==> config.mk <==
export PLATFORM = sky130hd
export DESIGN_NAME = mic_sample_framer
export DESIGN_NICKNAME = d
export VERILOG_FILES = /design/src/rtl/mic_sample_framer.sv
export SDC_FILE = /design/constraint.sdc
export NUM_CORES = 1
export LEC_CHECK = 0
export ABC_AREA = 1
export CORE_UTILIZATION = 45
export CTS_CLUSTER_DIAMETER = 60
export CTS_CLUSTER_SIZE = 12
export DETAILED_ROUTE_END_ITERATION = 10
export PLACE_DENSITY = 0.68
export SLEW_MARGIN = 10
export SYNTH_ARGS = -nofsm -noshare
export SYNTH_HDL_FRONTEND = slang
export SYNTH_SLANG_ARGS = --single-unit
==> constraint.sdc <==
create_clock -name adc_clk -period 2.25 [get_ports adc_clk]
set_input_delay 0.3375 -clock adc_clk [delete_from_list [all_inputs] [get_ports adc_clk]]
set_output_delay 0.3375 -clock adc_clk [all_outputs]
set_load 0.01 [all_outputs]
==> src/rtl/mic_sample_framer.sv <==
// Microphone sample framer: box-car decimate, scale, pack as complex (imag = 0), FIFO-buffer, tag frames.
// Optional build macro MIC_DC_REMOVE_EN removes the 2048 mid-scale offset and uses a signed path.
module mic_sample_framer #(
    parameter int WIDTH      = 32,
    parameter int DECIM_LOG2 = 2,
    parameter int SHIFT      = 5,
    parameter int FIFO_DEPTH = 8,
    parameter int FRAME_LEN  = 256
) (
    input  logic                        adc_clk,
    input  logic                        reset,
    input  logic                        enable,
    input  logic [11:0]                 adc_sample,
    input  logic                        adc_valid,
    output logic [WIDTH-1:0]            out_data,
    output logic                        out_valid,
    input  logic                        out_ready,
    output logic                        out_last,
    output logic                        overflow,
    output logic [$clog2(FIFO_DEPTH):0] fifo_level
);
    localparam int HALF        = WIDTH / 2;
    localparam int CNT_W       = (DECIM_LOG2 > 0) ? DECIM_LOG2 : 1;
    localparam int PTR_W       = $clog2(FIFO_DEPTH);
    localparam int LVL_W       = PTR_W + 1;
    localparam int FRM_W       = $clog2(FRAME_LEN);
    localparam int TOTAL_SHIFT = DECIM_LOG2 + SHIFT;

    localparam logic [CNT_W-1:0] CNT_LAST   = CNT_W'((1 << DECIM_LOG2) - 1);
    localparam logic [FRM_W-1:0] FRM_LAST   = FRM_W'(FRAME_LEN - 1);
    localparam logic [LVL_W-1:0] LEVEL_FULL = LVL_W'(FIFO_DEPTH);

    logic [HALF-1:0] res_next;

`ifdef MIC_DC_REMOVE_EN
    localparam int ACC_W = 13 + DECIM_LOG2;

    logic signed [12:0]      sample_dc;
    logic signed [ACC_W-1:0] acc_q;
    logic signed [ACC_W-1:0] acc_sum;
    logic signed [ACC_W-1:0] acc_shifted;

    always_comb begin
        sample_dc   = $signed({1'b0, adc_sample}) - 13'sd2048;
        acc_sum     = acc_q + ACC_W'(sample_dc);
        acc_shifted = acc_sum >>> TOTAL_SHIFT;
        res_next    = HALF'(acc_shifted);
    end
`else
    localparam int ACC_W = 12 + DECIM_LOG2;

    logic [ACC_W-1:0] acc_q;
    logic [ACC_W-1:0] acc_sum;
    logic [ACC_W-1:0] acc_shifted;

    always_comb begin
        acc_sum     = acc_q + ACC_W'(adc_sample);
        acc_shifted = acc_sum >> TOTAL_SHIFT;
        res_next    = HALF'(acc_shifted);
    end
`endif

    logic [CNT_W-1:0] cnt_q;
    logic [HALF-1:0]  res_q;
    logic             res_valid_q;

    always_ff @(posedge adc_clk) begin
        if (reset) begin
            acc_q       <= '0;
            cnt_q       <= '0;
            res_q       <= '0;
            res_valid_q <= 1'b0;
        end else begin
            res_valid_q <= 1'b0;
            if (!enable) begin
                acc_q <= '0;
                cnt_q <= '0;
            end else if (adc_valid) begin
                if (cnt_q == CNT_LAST) begin
                    acc_q       <= '0;
                    cnt_q       <= '0;
                    res_q       <= res_next;
                    res_valid_q <= 1'b1;
                end else begin
                    acc_q <= acc_sum;
                    cnt_q <= cnt_q + CNT_W'(1);
                end
            end
        end
    end

    logic [HALF:0]      mem [FIFO_DEPTH];
    logic [PTR_W-1:0]   wr_ptr;
    logic [PTR_W-1:0]   rd_ptr;
    logic [PTR_W-1:0]   rd_ptr_adv;
    logic [LVL_W-1:0]   count_q;
    logic [LVL_W-1:0]   remain;
    logic [FRM_W-1:0]   frm_q;
    logic [HALF-1:0]    out_real_q;
    logic               pop;
    logic               push;
    logic               full;

    // The output register only sees entries already stored before this edge, which
    // gives the extra cycle of latency and keeps the head stable while stalled.
    always_comb begin
        pop        = out_valid & out_ready;
        full       = (count_q == LEVEL_FULL);
        push       = res_valid_q & (~full | pop);
        rd_ptr_adv = pop ? rd_ptr + PTR_W'(1) : rd_ptr;
        remain     = pop ? count_q - LVL_W'(1) : count_q;
    end

    always_ff @(posedge adc_clk) begin
        if (push) begin
            mem[wr_ptr] <= {(frm_q == FRM_LAST), res_q};
        end
    end

    always_ff @(posedge adc_clk) begin
        if (reset) begin
            wr_ptr     <= '0;
            rd_ptr     <= '0;
            count_q    <= '0;
            frm_q      <= '0;
            overflow   <= 1'b0;
            out_valid  <= 1'b0;
            out_last   <= 1'b0;
            out_real_q <= '0;
        end else begin
            if (push) begin
                wr_ptr <= wr_ptr + PTR_W'(1);
                frm_q  <= (frm_q == FRM_LAST) ? '0 : frm_q + FRM_W'(1);
            end
            if (res_valid_q && !push) begin
                overflow <= 1'b1;
            end
            rd_ptr <= rd_ptr_adv;
            case ({push, pop})
                2'b10:   count_q <= count_q + LVL_W'(1);
                2'b01:   count_q <= count_q - LVL_W'(1);
                default: count_q <= count_q;
            endcase
            out_valid <= (remain != '0);
            if (remain != '0) begin
                {out_last, out_real_q} <= mem[rd_ptr_adv];
            end
        end
    end

    assign out_data   = {{(WIDTH - HALF){1'b0}}, out_real_q};
    assign fifo_level = count_q;

endmodule

* Yosys cells after proc, flatten, opt, wreduce, memory -nomap -nowiden
Memory sizes are Yosys's and may differ from the RTL's. A register that Yosys moved wholly into a read port is not among the register bits.
Cells that the tools add are included.
W data, S select, Z words.
** Word-level totals
- Register bits after elaboration :: 60
- Bits in writable memories :: 64
- Output and inout bits :: 39
- Word-level logic and storage cells :: 46
- Memories :: 1
** Operators by class
- Add/sub/neg operators :: 7
- Equality and inequality tests :: 5
- Multiplexer cells :: 9
- Bitwise operators :: 6
- Reductions and logical operators :: 7
** Memory list
- mem :: depth 8, width 8, rd ports 1, clocked after Yosys merged registers in 1, wr ports 1, RTL line 92 : logic [HALF:0] mem [FIFO_DEPTH];
** Operators with widths (count)
- $add A14 B12 Y14 :: 1
- $mux W14 :: 1
- $add A8 B1 Y8 const B :: 1
- $eq A8 B8 Y1 const B :: 1
- $mux W8 :: 1
- $pmux W4 S2 :: 1
- $add A3 B1 Y3 const B :: 2
- $add A4 B1 Y4 const B :: 1
- $eq A2 B2 Y1 const B :: 2
- $eq A4 B4 Y1 const B :: 1
- $mux W4 :: 1
- $reduce_bool A4 Y1 :: 1
- $sub A4 B1 Y4 const B :: 1
- $mux W1 :: 3
- $mux W3 :: 1
- $not A1 Y1 :: 3
- $reduce_and A3 Y1 :: 1
- $reduce_or A3 Y1 :: 1
- $add A2 B1 Y2 const B :: 1
- $and A1 B1 Y1 :: 2
- $eq A2 B1 Y1 const B :: 1
- $mux W2 :: 1
- $reduce_bool A2 Y1 :: 1
- $reduce_or A2 Y1 :: 1
- other kinds (3) :: 3

* Longest topological paths before layout
Gate-level depths: netlist (run 1).
- Depth in word-level cells :: 6
- Mapped depth :: 12

* Worst setup path before layout (run 1)
Ideal clock, no wire load.
- Path type :: reg-to-reg
- Start point :: register count_q[0], in the netlist fifo_level[0]
- End point :: memory mem[5][0] in the netlist's numbering (enable)
- Library setup time :: 0.370 ns
- Arrival :: 1.790 ns
- Data required time :: 1.880 ns
- Path slack :: 0.090 ns
- Cell stages (with the launch flop) :: 11
- Path buffers :: 1
- Path through :: dfxtp_1 inv_1 ha_1 nand2_1 nor2_1 nor2_2 buf_2 inv_2 nor2_1 inv_1 nor2_1
** Between the ends
- Word-level cells in the longest chain between the ends :: 6
** RTL lines
- start, declared :: RTL line 96 : logic [LVL_W-1:0] count_q;
- start signal, assigned :: RTL line 140 : 2'b10: count_q <= count_q + LVL_W'(1);
- start signal, assigned :: RTL line 141 : 2'b01: count_q <= count_q - LVL_W'(1);
- start signal, assigned :: RTL line 142 : default: count_q <= count_q;
- $eq A4 B4 Y1 :: RTL line 108 : full = (count_q == LEVEL_FULL);
- $not A1 Y1 :: RTL line 109 : push = res_valid_q & (~full | pop);
- $or A1 B1 Y1 :: RTL line 109
- $and A1 B1 Y1 :: RTL line 109
- $mux W1 :: RTL line 115 : if (push) begin
- $mux W1 (not written as such) :: RTL line 116 : mem[wr_ptr] <= {(frm_q == FRM_LAST), res_q};
- end, declared :: RTL line 92
Every way passes these cells.

* Worst setup path after layout (run 1)
- Start point :: register count_q[0], in the netlist fifo_level[0]
- End point :: memory mem[5][1] in the netlist's numbering (enable)
Same word-level chain as after synthesis.

==> metrics.md, run 1 <==
| Metric | Value |
|---|---|
| Cell taking the most area after synthesis | edfxtp_1 |
| Sw frac | 21.9% |
| Avg WL per Cell | 13.6 um |
| Cell Rows | 41 |
| Setup crit start | fifo_level[0] |
| CTS tree | yes |
| Root Buffer | clkbuf_16 |
| Final WL | 12.6 mm |
| CP required | 2.36 ns |
| Tightest Pin Transition | 0.572 ns |
| Skew-Pair Late Insertion Delay | 0.41 ns |
| Net switching power | 1.08 mW |
| Port-buffer cells | 30 |
| Drt first-iter violations | 258 |
| Hold_buf cts | 0 |
| Crit path to | mem[5][1] |
| Final core occ | 54.9% |
| RSZ-0062 raised after global routing | false |
| WS Path Type | reg2reg |
| Crit path launch type | register |
| Mapped cell area | 5820 um2 |
| First-pass GRT wire length | 20.9 mm |
| Final Critical Period | 1.98 ns |
| Cell count after synthesis | 692 |
| GR Util All Layers | 20.7% |
| Worst Path Max Fanout | 8 |
| Ranking of synthesized cells by area | edfxtp_1 (33%), dfxtp_1 (18%), nand2_1 (11%) |
| Setup slack, reg-to-reg | 0.27 ns |
| Max Cap Viol | 0 |
| Clock share of power | 50.0% |
| Setup violators final | 0 |
| Finished Layout Cells | 930 |
| Remaining antenna violation count | 0 |
| DRC | 0 |
| Reg2reg end | mem[5][1] |
| Synth Register Bits | 116 |
| Routability cong. | 0.902 |
| Tightest Hold Check Type | reg2reg |
| Core Region | 12600 um2 |
| Layout cells sized above 1 | 8.58% |
| # diodes | 0 |
| Starting density of the core | 46.1% |
| Ys flop type | edfxtp_1 |
| Max Buffers Root-to-Sink | 2 |
| Worst Skew | 0.00778 ns |
| Number of fill cells in the layout | 1180 |
| Power share of the sequential group | 45.3% |
| Power per standard cell area | 711 nW/um2 |
| Hpwl dp | 8.55 mm |
| Crit share post-route | 87.8% |
| Via density | 4.90 |
| Post-synth ARST share | 0% |
| Hold Crit Depth | 2 |
| Pin count of the biggest net entering global routing | 34 |
| Yosys warnings | 0 |
| Syn-to-layout area delta | 19.1% |
| Logic pwr share | 4.7% |
| Initial antenna violation count | 0 |
| Final Hold Viols | 0 |
| CTS Sinks | 116 |
| Slew headroom | 61.8% |
| Die footprint | 13400 um2 |
| WP data arrival | 2.09 ns |
| IR drop worst, VDD | 0.372 mV |
| Share of the yosys chip area belonging to registers | 50.9% |
| Internal | 3.85 mW |
| Register clock-pin slew on the reported worst setup and hold paths | 0.05 ns |
| Slew Viols, Final | 0 |
| Final net count | 781 |
| Endpoint class of the critical path | register |
| Total number of vias | 4553 |
| Synth cell types | 35 |
| I/O pin cnt | 56 |
| Share of the synthesized area in the top cell type | 33.0% |
| Highest clock rate | 506 MHz |
| Status | finished, final reports clean |
| Die W | 116 um |
| Gr ovfl total | 0 |
| Post-CTS setup buffers | 0 |
| Number of global-route vias before repair | 4474 |
| Number of synthesized flops with an enable pin | 64 |
| Chip Height | 116 um |
| LEAKAGE | 2.97 nW |
| Worst R2R Start | fifo_level[0] |
| H-tree depth | 4 |
| Num CTS Buffers | 17 |
| Cts repair resizes | 0 |
| Worst R2R Path Depth | 10 |
| Placed Cells | 898 |
| DR pass1 iterations | 7 |
| Syn Area/Cell | 8.41 um2 |
[worst min-delay path by stage]
stage                       start             to
detailed placement  out_real_q[2]  out_real_q[2]
global route             acc_q[5]       acc_q[5]
finish              out_real_q[2]  out_real_q[2]
global placement         frm_q[4]       frm_q[4]
CTS                 out_real_q[2]  out_real_q[2]
floorplan               adc_valid       cnt_q[0]
[Yosys cell counts (4+ instances only)]
library cell	instances
edfxtp_1	64
clkbuf_1	7
nand4_1	4
nand2_1	176
inv_1	90
o21bai_1	4
inv_2	4
buf_4	26
buf_2	10
nand3_1	85
a21oi_1	42
ha_1	18
dfxtp_1	52
nand3b_1	24
o21ai_0	17
nor2_1	39
[cell type report]
| class | instances | area [um2] | share of cell area, % |
|---|---|---|---|
| clock buffer | 23 | 498 | 7.18 |
| clock inverter | 9 | 53.8 | 0.776 |
| inverter | 96 | 363 | 5.23 |
| multi-input combinational | 460 | 2310 | 33.3 |
| sequential | 116 | 2960 | 42.7 |
| tap | 172 | 215 | 3.10 |
| timing repair buffer | 54 | 531 | 7.65 |
[kinds of logic after synthesis]
family / share of synthesized area [%]
adder cells (fa/ha/maj): 4.21
buffers and inverters: 11.0
other: 0.0644
AND/OR/NAND/NOR: 25.4
AO/OA/AOI/OAI: 7.44
XOR/XNOR: 1.01
flip-flops: 50.9
[critical path, stage by stage (launching register included)]
cell and delay [ns]:
dfxtp_1 0.42, inv_1 0.11, ha_1 0.22, nand2_1 0.09, nor2_1 0.07, nor2_2 0.19, inv_2 0.06, nor2_1 0.12
inv_1 0.09, nor2_1 0.11, buf_4 0.20
[power by group through the flow]
| stage | clock network, mW | logic, mW | registers [mW] |
|---|---|---|---|
| 2_1_floorplan | 0 | 0.187 | 2.28 |
| 3_3_place_gp | 0 | 0.226 | 2.28 |
| 3_5_place_dp | 0 | 0.231 | 2.28 |
| 4_1_cts | 2.50 | 0.231 | 2.24 |
| 5_1_grt | 2.59 | 0.265 | 2.24 |
| 6_report | 2.46 | 0.232 | 2.24 |
[state kept, by name (all words and copies together), names as in the netlist]
register,flops
mem,64
acc_q,14
frm_q,8
out_real_q,7
res_q,7
fifo_level,4
rd_ptr,3
wr_ptr,3
cnt_q,2
out_last,1
out_valid,1
overflow,1
res_valid_q,1
[through the flow]
stage          setup TNS, ns  worst slack, ns  area, um2  hold slack (ns)  total power [mW]
6_report                   0            0.274       6930            0.464              4.93
4_1_cts                    0            0.259       6930            0.467              4.97
3_3_place_gp               0          0.00995       6380            0.448              2.50
5_1_grt                    0            0.110       6930            0.487              5.09
2_1_floorplan              0           0.0896       5910            0.432              2.46
3_5_place_dp        -0.00597         -0.00597       6380            0.458              2.51
[layout by cell type, fill, tap and decap left out, types with 3 or more instances in the layout]
cell,instances
ha_1,18
nand2_1,176
o21a_1,3
clkdlybuf4s50_1,30
buf_12,4
o21bai_1,4
nor2_1,39
clkbuf_16,17
a211oi_1,3
xor2_1,3
nand4_1,4
buf_4,20
nand3b_1,24
nand2_2,3
inv_1,90
a21o_1,3
edfxtp_1,64
o21ai_0,17
clkinv_1,4
a21oi_1,42
nand3_1,85
dfxtp_1,52
inv_2,4
clkbuf_8,5
conb_1,25
[metal layers]
| layer | wire, um | vias up | global-route usage (%) |
|---|---|---|---|
| met4 | 292 | 0 | 9.57 |
| met2 | 6220 | 114 | 35.4 |
| met3 | 561 | 24 | 5.33 |
| met5 | 0 | - | 0 |
| li1 | - | 2330 | - |
| met1 | 5530 | 2085 | 24.3 |
No activity file was read; power rests on OpenSTA's default activity.
==> run 2: changes to the inputs <==
--- a/config.mk
+++ b/config.mk
@@ -10,6 +10,7 @@
 export CTS_CLUSTER_DIAMETER = 60
 export CTS_CLUSTER_SIZE = 12
 export DETAILED_ROUTE_END_ITERATION = 10
+export GPL_TIMING_DRIVEN = 0
 export PLACE_DENSITY = 0.68
 export SLEW_MARGIN = 10
 export SYNTH_ARGS = -nofsm -noshare
==> run 2 against run 1 <==
  * The run now ends with design-rule violations left
  * Combinational power is 15% higher
  * Clock-buffer cell count unchanged
  * Sequential cell count unchanged
  * Utilization is 1.4 points higher
  * Clock skew increased by 0.0031 ns
  * Non-clock buffer count up 22
==> metrics.md, run 2 (synthesis results as in run 1) <==
| Metric | Value |
|---|---|
| Status | finished, violations left |
| Failing checks | design-rule violations |
| Total power | 5.12 mW (+3.8%) |
| Total number of vias | 4688 (+3.0%) |
| Chip Height | 116 um (unchanged) |
| Final WL | 13.1 mm (+4.1%) |
| First-pass GRT wire length | 21.0 mm (+0.80%) |
| IR drop worst, VDD | 0.488 mV (+31%) |
| GR Util All Layers | 21.2% (+0.53 points) |
| Max FFs per register | 64 (unchanged) |
| Slew headroom | 62.2% (+0.31 points) |
| Hpwl dp | 9.29 mm (+8.6%) |
| Tightest Hold Check Type | reg2reg |
| Tightest Pin Transition | 0.568 ns (-0.00404 ns) |
| Cell Rows | 41 (unchanged) |
| Port-buffer cells | 30 (unchanged) |
| Highest clock rate | 465 MHz (-8.0%) |
| Pin count of the biggest net entering global routing | 17 (-50%) |
| WP data arrival | 2.22 ns (+0.13 ns) |
| Gr ovfl total | 0 (unchanged) |
| Regs by FF count | mem x64, acc_q x14, frm_q x8 |
| Avg WL per Cell | 13.8 um (+1.7%) |
| Largest Register | mem |
| Commonest cells after routing, fill and taps aside | nand2_1 (176), inv_1 (89), nand3_1 (85) |
| Starting density of the core | 46.1% (unchanged) |
| RSZ-0062 raised after global routing | true |
| Root Buffer | clkbuf_16 |
| Max Buffers Root-to-Sink | 2 (unchanged) |
| Worst Path Max Fanout | 10 (+2) |
| Routability cong. | 0.973 (+7.8%) |
| Die footprint | 13400 um2 (unchanged) |
| Slew Viols, Final | 0 (unchanged) |
| Crit path launch type | register |
| Skew-Pair Late Insertion Delay | 0.42 ns (about the same) |
| Via density | 4.92 (+0.59%) |
| Syn-to-layout area delta | 22.2% |
| Register clock-pin slew on the reported worst setup and hold paths | 0.05 ns (about the same) |
| Endpoint class of the critical path | register |
| Die W | 116 um (unchanged) |
| Hold WS | 0.460 ns (-0.00393 ns) |
| Hold Crit Depth | 2 (unchanged) |
| Power per standard cell area | 719 nW/um2 (+1.2%) |
| DRC | 2 (+2) |
| Final Hold Viols | 0 (unchanged) |
| Final net count | 803 (+2.8%) |
| # diodes | 0 (unchanged) |
| Remaining antenna violation count | 0 (unchanged) |
| WS Path Type | reg2reg |
| Final Critical Period | 2.15 ns (+0.172 ns) |
| Max Cap Viol | 0 (unchanged) |
| Most common cell after layout, fill and taps aside | nand2_1 |
| LEAKAGE | 3.07 nW (+3.2%) |
| Crit share post-route | 95.5% (+7.7 points) |
| Initial antenna violation count | 0 (unchanged) |
| Worst R2R Path Depth | 8 (-2) |
| CP required | 2.32 ns (-0.04 ns) |
| I/O pin cnt | 56 (unchanged) |
| Layout cells sized above 1 | 11.8% (+3.2 points) |
| Number of global-route vias before repair | 4429 (-1.0%) |
| Hold_buf cts | 0 (unchanged) |
| CTS Sinks | 116 (unchanged) |
| Core Region | 12600 um2 (unchanged) |
| CTS tree | yes |
| DR pass1 iterations | 8 (+1) |
| Worst Skew | 0.0109 ns (+0.00308 ns) |
| H-tree depth | 4 (unchanged) |
| Drt first-iter violations | 324 (+26%) |
| Setup violators final | 0 (unchanged) |
| Num CTS Buffers | 17 (unchanged) |
## run 2: cell count changes in the layout (fill, tap and decap cells not counted), sizes merged
cell	delta
clkinv	-2
buf	+15
clkinvlp	-2
clkbuf	+7
inv	+4
## run 2: worst max-delay path, cell delays in order (launching register included)
cell	delay, ns
dfxtp_1	0.39
inv_1	0.11
ha_1	0.21
nand2_1	0.10
nor2_1	0.09
nor2_2	0.18
buf_6	0.17
nand2_1	0.19
nor2_2	0.38
## run 2: routing by layer
layer	part of all wire [%]	vias up	GRT usage, %
li1	-	2373	-
met1	43	2162	24.4
met2	50	126	36.5
met3	4.5	27	5.81
met4	2.7	0	10.4
met5	0	-	0
## run 2: path summary, 6_finish.rpt
kind | start | to | slack (ns)
worst min register to register | frm_q[4] | frm_q[4] | 0.46
worst min-delay path | frm_q[4] | frm_q[4] | 0.46
worst max register to register | fifo_level[1] | mem[2][6] | 0.10
worst max-delay path | fifo_level[1] | mem[2][6] | 0.10
## run 2: area by class of cell
class	instances	area, um2
clock inverters	9	62.6
inverters	96	363
flip-flops and latches	116	2960
fillers	1170	5510
well taps	172	215
clock buffers	23	522
plain buffers	44	282
multi-input cells	460	2360
repair buffers	32	340
## run 2: power by group
group          internal [mW]  switching [mW]  leakage (nW)  total (mW)
Clock                   1.64           0.976         0.294        2.61
Combinational          0.112           0.155          1.78       0.267
Sequential              2.23         0.00790         0.990        2.23
## run 2: timing repair
action | 4_1_cts | 5_1_grt
endpoints found under the hold margin | 0 | 0
resized for setup | 14 | 6
setup buffers | 2 | 0
setup endpoints to repair | 64 | 64
pin swaps | 2 | 0
## run 2: per-stage QoR
step                instance area (um2)  instances  utilization, %  TNS, ns  setup WS, ns
floorplan                          5910        716               -        0        0.0896
global placement                   6430        918            50.9   -24.48        -0.528
detailed placement                 6430        918            50.9   -28.63        -0.622
CTS                                7100        952            56.2  -0.0202      -0.00352
global route                       7110        952            56.4   -0.800       -0.0492
finish                             7110        952            56.4        0         0.101
